==> config.mk <==
export PLATFORM = sky130hd
export DESIGN_NAME = serial_add_arb
export DESIGN_NICKNAME = d
export VERILOG_FILES = /design/src/rtl/serial_add_arb.sv
export SDC_FILE = /design/constraint.sdc
export NUM_CORES = 1
export LEC_CHECK = 0
export BUFFER_PORTS_ARGS = -buffer_cell sky130_fd_sc_hd__clkbuf_2
export CAP_MARGIN = 15
export CORE_ASPECT_RATIO = 1.4
export CORE_MARGIN = 1
export CORE_UTILIZATION = 51
export DETAILED_ROUTE_END_ITERATION = 8
export PLACE_DENSITY = 0.77
export SLEW_MARGIN = 10
export SYNTH_ARGS = -nofsm -noshare
export SYNTH_HDL_FRONTEND = slang
export SYNTH_SLANG_ARGS = --single-unit
==> constraint.sdc <==
create_clock -name clk -period 2.8 [get_ports clk]
set_input_delay 0.28 -clock clk [delete_from_list [all_inputs] [get_ports clk]]
set_output_delay 0.28 -clock clk [all_outputs]
set_load 0.01 [all_outputs]
==> src/rtl/serial_add_arb.sv <==
// Bit-serial adder shared round-robin between two requesters: one full-adder
// slice (two half adders plus an OR) steps the operands LSB-first over WIDTH cycles.
module serial_add_arb #(
  parameter int WIDTH = 8
) (
  input  logic             clk,
  input  logic             rst,
  input  logic             req0,
  input  logic [WIDTH-1:0] a0,
  input  logic [WIDTH-1:0] b0,
  input  logic             req1,
  input  logic [WIDTH-1:0] a1,
  input  logic [WIDTH-1:0] b1,
  output logic             gnt0,
  output logic             gnt1,
  output logic             busy,
  output logic             done,
  output logic             done_id,
  output logic [WIDTH-1:0] sum,
  output logic             cout,
  output logic [1:0]       state_dbg
);

  // Handshake: a request is taken only in IDLE, on an edge where req is high;
  // the winner's gnt pulses for the following cycle, and done pulses WIDTH
  // cycles after that gnt with sum/cout valid and held until the next done.

  localparam int CW = $clog2(WIDTH);

  typedef enum logic [1:0] {
    IDLE = 2'd0,
    ADD  = 2'd1,
    DONE = 2'd2
  } state_t;

  state_t           state_q, state_d;
  logic [WIDTH-1:0] sh_a, sh_b, res;
  logic [CW-1:0]    cnt;
  logic             carry;
  logic             last_id;
  logic             win_id;

  logic             any_req;
  logic             pick;
  logic             last_bit;
  logic             ha1_s, ha1_c, ha2_s, ha2_c, carry_next;

  always_comb begin
    any_req  = req0 | req1;
    // On a tie the requester that did not win last time goes first.
    pick     = (req0 & req1) ? ~last_id : req1;
    last_bit = (cnt == CW'(WIDTH - 1));

    ha1_s      = sh_a[0] ^ sh_b[0];
    ha1_c      = sh_a[0] & sh_b[0];
    ha2_s      = ha1_s ^ carry;
    ha2_c      = ha1_s & carry;
    carry_next = ha1_c | ha2_c;
  end

  always_comb begin
    state_d = state_q;
    case (state_q)
      IDLE:    if (any_req) state_d = ADD;
      ADD:     if (last_bit) state_d = DONE;
      DONE:    state_d = IDLE;
      default: state_d = IDLE;
    endcase
  end

  always_ff @(posedge clk or posedge rst) begin
    if (rst) state_q <= IDLE;
    else     state_q <= state_d;
  end

  always_ff @(posedge clk or posedge rst) begin
    if (rst) begin
      sh_a    <= '0;
      sh_b    <= '0;
      res     <= '0;
      cnt     <= '0;
      carry   <= 1'b0;
      last_id <= 1'b1;
      win_id  <= 1'b0;
      gnt0    <= 1'b0;
      gnt1    <= 1'b0;
      done    <= 1'b0;
      done_id <= 1'b0;
      sum     <= '0;
      cout    <= 1'b0;
    end else begin
      gnt0 <= 1'b0;
      gnt1 <= 1'b0;
      done <= 1'b0;
      case (state_q)
        IDLE: begin
          if (any_req) begin
            sh_a    <= pick ? a1 : a0;
            sh_b    <= pick ? b1 : b0;
            carry   <= 1'b0;
            cnt     <= '0;
            last_id <= pick;
            win_id  <= pick;
            gnt0    <= ~pick;
            gnt1    <= pick;
          end
        end
        ADD: begin
          // Sum bits enter at the MSB so bit 0 lands in place after WIDTH shifts.
          res   <= {ha2_s, res[WIDTH-1:1]};
          sh_a  <= {1'b0, sh_a[WIDTH-1:1]};
          sh_b  <= {1'b0, sh_b[WIDTH-1:1]};
          carry <= carry_next;
          cnt   <= cnt + CW'(1);
          if (last_bit) begin
            sum     <= {ha2_s, res[WIDTH-1:1]};
            cout    <= carry_next;
            done    <= 1'b1;
            done_id <= win_id;
          end
        end
        default: ;
      endcase
    end
  end

  assign busy      = (state_q != IDLE);
  assign state_dbg = state_q;

endmodule
# Yosys cells after proc, flatten, opt, wreduce, memory -nomap -nowiden

Cells that the tools add are included.
Widths: inputs -> output; s select.

Register bits after elaboration: 45
Bits of input ports: 36
Output and inout port bits: 16

Add/sub/neg operators: 1
Equal/unequal tests: 4
Multiplexer cells: 20
Bitwise operators: 9
Reductions and logical operators: 7

Operators by type and width:

| kind                | number |
|---|---|
| $mux 8              | 4 |
| $pmux 8 s2          | 2 |
| $mux 1              | 8 |
| $reduce_and 2->1    | 4 |
| $pmux 3 s2          | 1 |
| $mux 2              | 2 |
| $ne 2x2->1 const B  | 2 |
| $pmux 2 s2          | 1 |
| $reduce_bool 2->1   | 2 |
| $add 3x1->3 const B | 1 |
| $and 1x1->1         | 3 |
| $eq 3x3->1 const B  | 1 |
| $mux 3              | 1 |
| $eq 2x1->1 const B  | 1 |
| $logic_not 2->1     | 1 |
| $not 1->1           | 2 |
| $or 1x1->1          | 2 |
| $pmux 1 s2          | 1 |
| $xor 1x1->1         | 2 |

# Longest topological paths before layout

Gate-level depths: netlist (run 1).

Word-level depth: 5
Depth in mapped cells: 6

# Worst setup path before layout (run 1)

Ideal clock, no wire load.

Kind: reg2reg
From: reg state_q[1], in the netlist state_dbg[1]
To: reg win_id
Arrival: 1.412 ns
Required time: 2.675 ns
Setup slack: 1.264 ns
Stages on the path, launching flop included: 5
Cells stage by stage: dfrtp_1 > or2_1 > buf_2 > nor2_1 > mux2_2

Word-level cells in the longest chain between the ends: 2

RTL lines:

| item                       | RTL line | source |
|---|---|---|
| start: declaration         | 36       | `state_t state_q, state_d;` |
| start signal: assignment   | 73       | `else state_q <= state_d;` |
| $logic_not 2->1            | 95       | `case (state_q)` |
| $reduce_and 2->1 (no line) | --       |  |
| end signal: assignment     | 103      | `win_id <= pick;` |
| end: declaration           | 41       | `logic win_id;` |

Every way passes these cells.
A chain may end at the register's enable or synchronous reset.

# Worst setup path after layout (run 1)

From: reg state_q[1], in the netlist state_dbg[1]
To: reg sh_b[0]

Word-level cells in the longest chain between the ends: 3

RTL lines:

| item                                                             | RTL line | source |
|---|---|---|
| $eq 2x1->1 / $logic_not 2->1 (equally long branches)             | 95       |  |
| $reduce_bool 2->1 (no line) / $ne 2x2->1 (equally long branches) | --       |  |
| $reduce_and 2->1 (no line)                                       | --       |  |
| end signal: assignment                                           | 99       | `sh_b <= pick ? b1 : b0;` |
| end signal: assignment                                           | 112      | `sh_b <= {1'b0, sh_b[WIDTH-1:1]};` |
| end: declaration                                                 | 37       | `logic [WIDTH-1:0] sh_a, sh_b, res;` |

Parallel ways exist; a longest one is shown, timed or not.

==> qor.txt, run 1 <==
Final layout net count = 271
WL final = 3746 um
Minimum setup slack after placement = 0.9423 ns
Areal power density over the cells = 1029 mW/mm2
Longest Clk Path Bufs = 2
Unrepaired setup endpoints after global routing = false
Area growth from synthesis to final layout = 24.12%
Number of register bits inferred by synthesis = 44
Max Transition Viols Final = 0
Critical path capture point = sh_b[0]
CTS tree = done
Share of layout cells above drive strength 1 = 0.3648
Average wire per standard cell = 13.62 um
First-pass DRT Iterations = 4
Arrival time reported for the critical path endpoint = 2.05 ns
Leakage power = 1.255 nW
Critical path required time = 2.94 ns
Final-layout worst hold slack = 0.2565 ns
Antenna Diode Count = 0
Slack of the worst reg-to-reg path = 0.88 ns
Sum of internal, switching and leakage power = 2.538 mW
DIE AREA = 0.004153 mm2
Clock transition at the register clock pins on the worst setup and hold paths after CTS = 0.08 ns
Mean post-synth cell area = 11.10 um2
Smallest setup slack after layout = 0.8806 ns
Top achievable clock speed = 0.5210 GHz
Number of buffers inserted by port buffering = 51
Gate count after technology mapping = 179
Total standard cell area after synthesis = 0.001987 mm2
Part of the Yosys area used for sequential elements = 0.5548
Post-layout minimum cycle time = 1.919 ns
Width of the die = 54.75 um
Outcome = finished, final reports clean
Drt drc = 0
First-pass GRT wire length = 6134 um
Fin Clk Skew = 0.005927 ns
Placement row count = 26
Starting density of the core = 0.5405
Cell at the root of the clock tree = sky130_fd_sc_hd__clkbuf_8
Number of global-route vias before repair = 1398
Synthesized netlist net count = 218
Chain of cells forming the critical path = or2_1, or2_1, o221ai_1
Worst reg2reg startpoint = state_dbg[1]
Setup crit end kind = register
Transition time of the tightest slew-check pin = 0.7344 ns
Pin count of the biggest net entering global routing = 32
Count of cells resized by post-cts repair = 0
Top cell by count, worst path = sky130_fd_sc_hd__or2_1
Top-Level Pins = 52
Die H = 75.86 um
Initial antenna violation count = 0
CTS Sinks = 44
Number of vias per cell = 5.418
Reg2Reg Depth = 3
Worst slew margin relative to its limit = 0.5104
Number of synthesized flops with an enable pin = 0
Peak supply drop = 692.9 uV
Number of buffers added by the clock tree synthesis step = 5
Min-Delay Path Depth = 3
Number of warnings issued by yosys = 0
DP HPWL = 2665 um
H-tree depth = 2
Summed negative setup slack over all endpoints = 0 ns
Critical path startpoint = state_dbg[1]
Worst setup path class = register to register
Max capacitance violation total = 0
Number of vias in the routed layout = 1490
Placeable core area = 0.003676 mm2
Antenna Violating Nets Remaining = 0
Skew-Pair Late Insertion Delay = 0.29 ns
Cell variety after synth = 24
Most frequently used flop master after synthesis = sky130_fd_sc_hd__dfrtp_1
Worst-path fanout max = 19
Reg2Reg Capture Point = sh_b[0]
Initial DRC count = 39
Setup violators final = 0
Hold Path Class = input port to register
Crit path max-delay cell type = sky130_fd_sc_hd__dfrtp_1
Final Hold Vio Count = 0
Crit path largest cell delay = 0.67 ns
Overall routing resource usage = 0.2054
Final GP Congestion = 0.7457
Post-route fraction of the period consumed by the critical path = 0.6855
Nature of the critical path startpoint = register
Overall overflow remaining after global route = 0
Share of flip-flops with an asynchronous set or reset after synthesis = 1.000
what timing repair did:
item                                    4_1_cts  5_1_grt
endpoints found under the hold margin         0       13
hold buffers                                  0        1
endpoints found under the setup margin        0        0
setup buffers                                 0        0
layout make-up:
cell class	instances	area [um2]
repair buffers	57	322.8
multi-input cells	120	814.5
fillers	310	1210
well taps	42	52.55
clock buffers	5	68.82
clock inverters	3	90.09
flip-flops and latches	44	1102
inverters	4	15.01
sequential cells by signal, indices dropped and copies added (netlist names):
| name | flops |
|---|---|
| state_dbg | 2 |
| last_id | 1 |
| sum | 8 |
| gnt1 | 1 |
| carry | 1 |
| done_id | 1 |
| res | 7 |
| sh_a | 8 |
| cnt | 3 |
| sh_b | 8 |
| cout | 1 |
| done | 1 |
| gnt0 | 1 |
| win_id | 1 |
worst max-delay path: cells and delay by family (launching register included):
kind               cells  cell delay [ns]
DFF                    1             0.67
and+or+nand+nor        2             0.87
AOI/OAI and AO/OA      1             0.23
cells by family (layout without fill, tap and decap cells):
logic type,Yosys count,in the layout,share of synthesized area
and+or+nand+nor,50,50,0.1014
adders and majority gates,3,3,0.02267
DFF,44,44,0.5548
buffers and inverters,15,69,0.03715
AOI/OAI and AO/OA,39,39,0.1354
muxes,28,28,0.1486
per-stage QoR:
stage	utilization	instances	cell area (um2)
3_3_place_gp	0.6174	265	2270
2_1_floorplan	-	179	1987
3_5_place_dp	0.6174	265	2270
4_1_cts	0.6607	273	2429
6_report	0.6709	275	2466
5_1_grt	0.6709	275	2466
layer usage:
metal,vias to the layer above,wire [um],global-route usage
met2,45,2011,0.3574
met3,4,154,0.03593
met4,0,24,0.05983
met5,-,0,0
li1,722,-,-
met1,719,1556,0.2539
synth_stat cells (2+ instances only):
library cell	number	area share
sky130_fd_sc_hd__dfrtp_1	43	0.54
sky130_fd_sc_hd__nand2_1	41	0.077
sky130_fd_sc_hd__o21ai_0	20	0.050
sky130_fd_sc_hd__mux2i_1	16	0.081
sky130_fd_sc_hd__mux2_2	12	0.068
sky130_fd_sc_hd__o211ai_1	9	0.034
sky130_fd_sc_hd__clkbuf_1	7	0.013
sky130_fd_sc_hd__o211ai_2	6	0.038
sky130_fd_sc_hd__inv_1	3	0.0057
sky130_fd_sc_hd__nor2_1	3	0.0057
sky130_fd_sc_hd__buf_2	2	0.0050
sky130_fd_sc_hd__buf_6	2	0.011
sky130_fd_sc_hd__ha_1	2	0.013
sky130_fd_sc_hd__o21ai_1	2	0.0050
sky130_fd_sc_hd__or2_1	2	0.0063
worst min path at each step:
stage	startpoint	to	slack, ns
2_1_floorplan	res[1]	res[1]	0.44
3_3_place_gp	rst	sum[5]	0.43
3_5_place_dp	rst	res[5]	0.44
4_1_cts	rst	res[5]	0.12
5_1_grt	a0[7]	sh_a[7]	0.27
6_report	b0[7]	sh_b[7]	0.26
layout by cell type, fill, tap and decap left out, types with 2 or more instances in the layout:
cell type	instances
sky130_fd_sc_hd__clkbuf_2	51
sky130_fd_sc_hd__dfrtp_1	43
sky130_fd_sc_hd__nand2_1	41
sky130_fd_sc_hd__o21ai_0	20
sky130_fd_sc_hd__mux2i_1	16
sky130_fd_sc_hd__mux2_2	12
sky130_fd_sc_hd__o211ai_1	9
sky130_fd_sc_hd__o211ai_2	6
sky130_fd_sc_hd__clkbuf_8	5
sky130_fd_sc_hd__buf_4	4
sky130_fd_sc_hd__nor2_1	3
sky130_fd_sc_hd__bufinv_16	3
sky130_fd_sc_hd__or2_1	2
sky130_fd_sc_hd__o21ai_1	2
sky130_fd_sc_hd__inv_1	2
sky130_fd_sc_hd__ha_1	2
power by group:
group          internal, mW  switching [mW]  total (mW)
Sequential            0.905           0.155        1.06
Clock                 0.446           0.215       0.661
Combinational         0.369           0.447       0.817
Power figures use the tool's default switching activity.
==> run 2: changes to the inputs <==
--- a/config.mk
+++ b/config.mk
@@ -5,13 +5,14 @@
 export SDC_FILE = /design/constraint.sdc
 export NUM_CORES = 1
 export LEC_CHECK = 0
+export ABC_AREA = 1
 export BUFFER_PORTS_ARGS = -buffer_cell sky130_fd_sc_hd__clkbuf_2
 export CAP_MARGIN = 15
 export CORE_ASPECT_RATIO = 1.4
 export CORE_MARGIN = 1
-export CORE_UTILIZATION = 51
+export CORE_UTILIZATION = 49
 export DETAILED_ROUTE_END_ITERATION = 8
-export PLACE_DENSITY = 0.77
+export PLACE_DENSITY = 0.76
 export SLEW_MARGIN = 10
 export SYNTH_ARGS = -nofsm -noshare
 export SYNTH_HDL_FRONTEND = slang
==> constraint.sdc (replaced) <==
create_clock -name clk -period 1.6 [get_ports clk]
set_input_delay 0.16 -clock clk [delete_from_list [all_inputs] [get_ports clk]]
set_output_delay 0.16 -clock clk [all_outputs]
set_load 0.01 [all_outputs]
==> qor.txt, run 2 <==
Longest Clk Path Bufs = 2
Antenna Violating Nets Remaining = 0
Width of the die = 60.45 um
Cell at the root of the clock tree = sky130_fd_sc_hd__clkbuf_8
Part of the Yosys area used for sequential elements = 0.4704
Crit path max-delay cell type = sky130_fd_sc_hd__dfrtp_1
Commonest cells post-synth = sky130_fd_sc_hd__nand2_1, sky130_fd_sc_hd__inv_1, sky130_fd_sc_hd__dfrtp_1, sky130_fd_sc_hd__nand3_1, sky130_fd_sc_hd__nand3_2
Most frequently used flop master after synthesis = sky130_fd_sc_hd__dfrtp_1
Summed negative setup slack over all endpoints = 0 ns
Worst slew margin relative to its limit = 0.6401
Hold Path Class = input port to register
Critical path required time = 1.79 ns
Fin Clk Skew = 0.004434 ns
First-pass GRT wire length = 7320 um
Biggest regs = sh_a: 8 flops, sh_b: 8 flops, sum: 8 flops
DP Cell Count = 369
Number of global-route vias before repair = 1760
Total standard cell area after synthesis = 0.002343 mm2
Buffering stage count on the worst path with inverters included = 2
Number of vias in the routed layout = 1786
Initial DRC count = 95
Max Transition Viols Final = 0
Final GP Congestion = 0.7533
Chain of cells forming the critical path = ha_1, ha_1, nand2_1, buf_4, inv_2, nand2_1, nand2_1
CTS Sinks = 44
WL final = 4011 um
Leading cell type in the layout, fill and taps excluded = sky130_fd_sc_hd__nand2_1
Slack of the worst reg-to-reg path = 0.25 ns
Gate count after technology mapping = 265
Post-layout minimum cycle time = 1.346 ns
Worst-path fanout max = 20
Final Hold Vio Count = 0
Leading cell types in the layout, fill and taps excluded = sky130_fd_sc_hd__nand2_1, sky130_fd_sc_hd__clkbuf_2, sky130_fd_sc_hd__inv_1, sky130_fd_sc_hd__dfrtp_1, sky130_fd_sc_hd__nand3_1
Max capacitance violation total = 0
DP HPWL = 2900 um
Area contributors post-synth = sky130_fd_sc_hd__dfrtp_1, sky130_fd_sc_hd__nand3_2, sky130_fd_sc_hd__nand3_1
Most common cell in the netlist = sky130_fd_sc_hd__nand2_1
Pin count of the biggest net entering global routing = 45
Unrepaired setup endpoints after global routing = false
Areal power density over the cells = 1682 mW/mm2
Post-CTS Setup Repair Bufs = 0
Crit path largest cell delay = 0.41 ns
Final instance count without filler cells = 378
Minimum setup slack after placement = 0.2751 ns
Antenna Diode Count = 0
Number of vias per cell = 4.725
Mean post-synth cell area = 8.843 um2
Die H = 83.83 um
Final layout net count = 354
CTS tree = done
Smallest setup slack after layout = 0.2541 ns
Setup violators final = 0
Share of flip-flops with an asynchronous set or reset after synthesis = 1.000
Arrival time reported for the critical path endpoint = 1.53 ns
Initial antenna violation count = 0
First-pass DRT Iterations = 4
Post-route fraction of the period consumed by the critical path = 0.8412
Transition time of the tightest slew-check pin = 0.5399 ns
Drt drc = 0
Synthesized netlist net count = 304
Overall overflow remaining after global route = 0
Number of buffers added by the clock tree synthesis step = 5
Nature of the critical path startpoint = register
Synth area leader = sky130_fd_sc_hd__dfrtp_1
Skew-Pair Late Insertion Delay = 0.29 ns
Instance area after placement = 0.002582 mm2
Leakage power = 1.506 nW
Placement row count = 29
Top-Level Pins = 52
H-tree depth = 2
Overall routing resource usage = 0.1857
Number of synthesized flops with an enable pin = 0
Area share of the leading cell type in the synthesized netlist = 0.4592
Top cell by count, worst path = sky130_fd_sc_hd__nand2_1
CP delay by family, top = flip-flops
Cell area after layout = 0.002683 mm2
Placeable core area = 0.004572 mm2
Count of cells resized by post-cts repair = 0
Number of register bits inferred by synthesis = 44
Share of layout cells above drive strength 1 = 0.3354
Number of warnings issued by yosys = 0
Cell variety after synth = 22
Clock transition at the register clock pins on the worst setup and hold paths after CTS = 0.07 ns
DIE AREA = 0.005067 mm2
Area growth from synthesis to final layout = 14.47%
Number of buffers inserted by port buffering = 51
Top achievable clock speed = 0.7430 GHz
Peak supply drop = 640.1 uV
Average wire per standard cell = 10.61 um
Hold Buf Count CTS = 1
Outcome = finished, final reports clean
Worst setup path class = register to register
Setup crit end kind = register
Starting density of the core = 0.5126
[run 2: routing by layer]
metal / vias to the layer above / wire length (um) / share of wire / track usage
met3: 7 / 168 / 0.042 / 0.04496
met1: 806 / 1784 / 0.44 / 0.2246
li1: 928 / - / - / -
met4: 0 / 60 / 0.015 / 0.05579
met5: - / 0 / 0 / 0
met2: 45 / 1998 / 0.50 / 0.3167
[run 2: path summary, 6_finish.rpt]
check                       start  endpoint  depth (start not counted)
max                        cnt[0]    sum[7]                          7
min                         a1[7]   sh_a[7]                          3
max reg2reg                cnt[0]    sum[7]                          7
min reg2reg                res[1]    sum[0]                          2
max in group asynchronous     rst   last_id                          4
min in group asynchronous     rst    sum[5]                          4
[run 2: area by class of cell]
cell class | count | area (um2)
clock buffer | 8 | 90.09
multi-input combinational | 159 | 929.6
inverter | 48 | 180.2
fill | 431 | 1889
timing repair buffer | 57 | 302.8
sequential | 44 | 1102
tap | 62 | 77.57
[run 2: logic make-up (layout without fill, tap and decap cells)]
kind of cell / Yosys count / count (layout) / synth area share
DFF: 44 / 44 / 0.4704
adders and majority gates: 3 / 3 / 0.01922
buffers and inverters: 62 / 113 / 0.1329
AOI/OAI and AO/OA: 21 / 21 / 0.04485
and+or+nand+nor: 135 / 135 / 0.3326
[run 2: worst min-delay path, cell delays in order]
cell,delay (ns)
sky130_fd_sc_hd__clkbuf_2,0.08
sky130_fd_sc_hd__nor2_1,0.03
sky130_fd_sc_hd__o21ai_1,0.11
[run 2: report_power, final]
| part | internal, mW | leakage (nW) | switching (mW) |
|---|---|---|---|
| clock | 0.352 | 0.0455 | 0.349 |
| sequential | 1.63 | 0.551 | 0.280 |
| combinational | 0.742 | 0.910 | 1.16 |
| total | 2.72 | 1.51 | 1.79 |
[run 2: per-stage QoR]
stage	hold slack [ns]	power [mW]	util
2_1_floorplan	0.3302	3.477	-
3_3_place_gp	0.2997	3.792	0.5649
3_5_place_dp	0.3013	3.858	0.5649
4_1_cts	0.1174	4.583	0.5868
5_1_grt	0.1346	4.958	0.5868
6_report	0.1232	4.513	0.5868
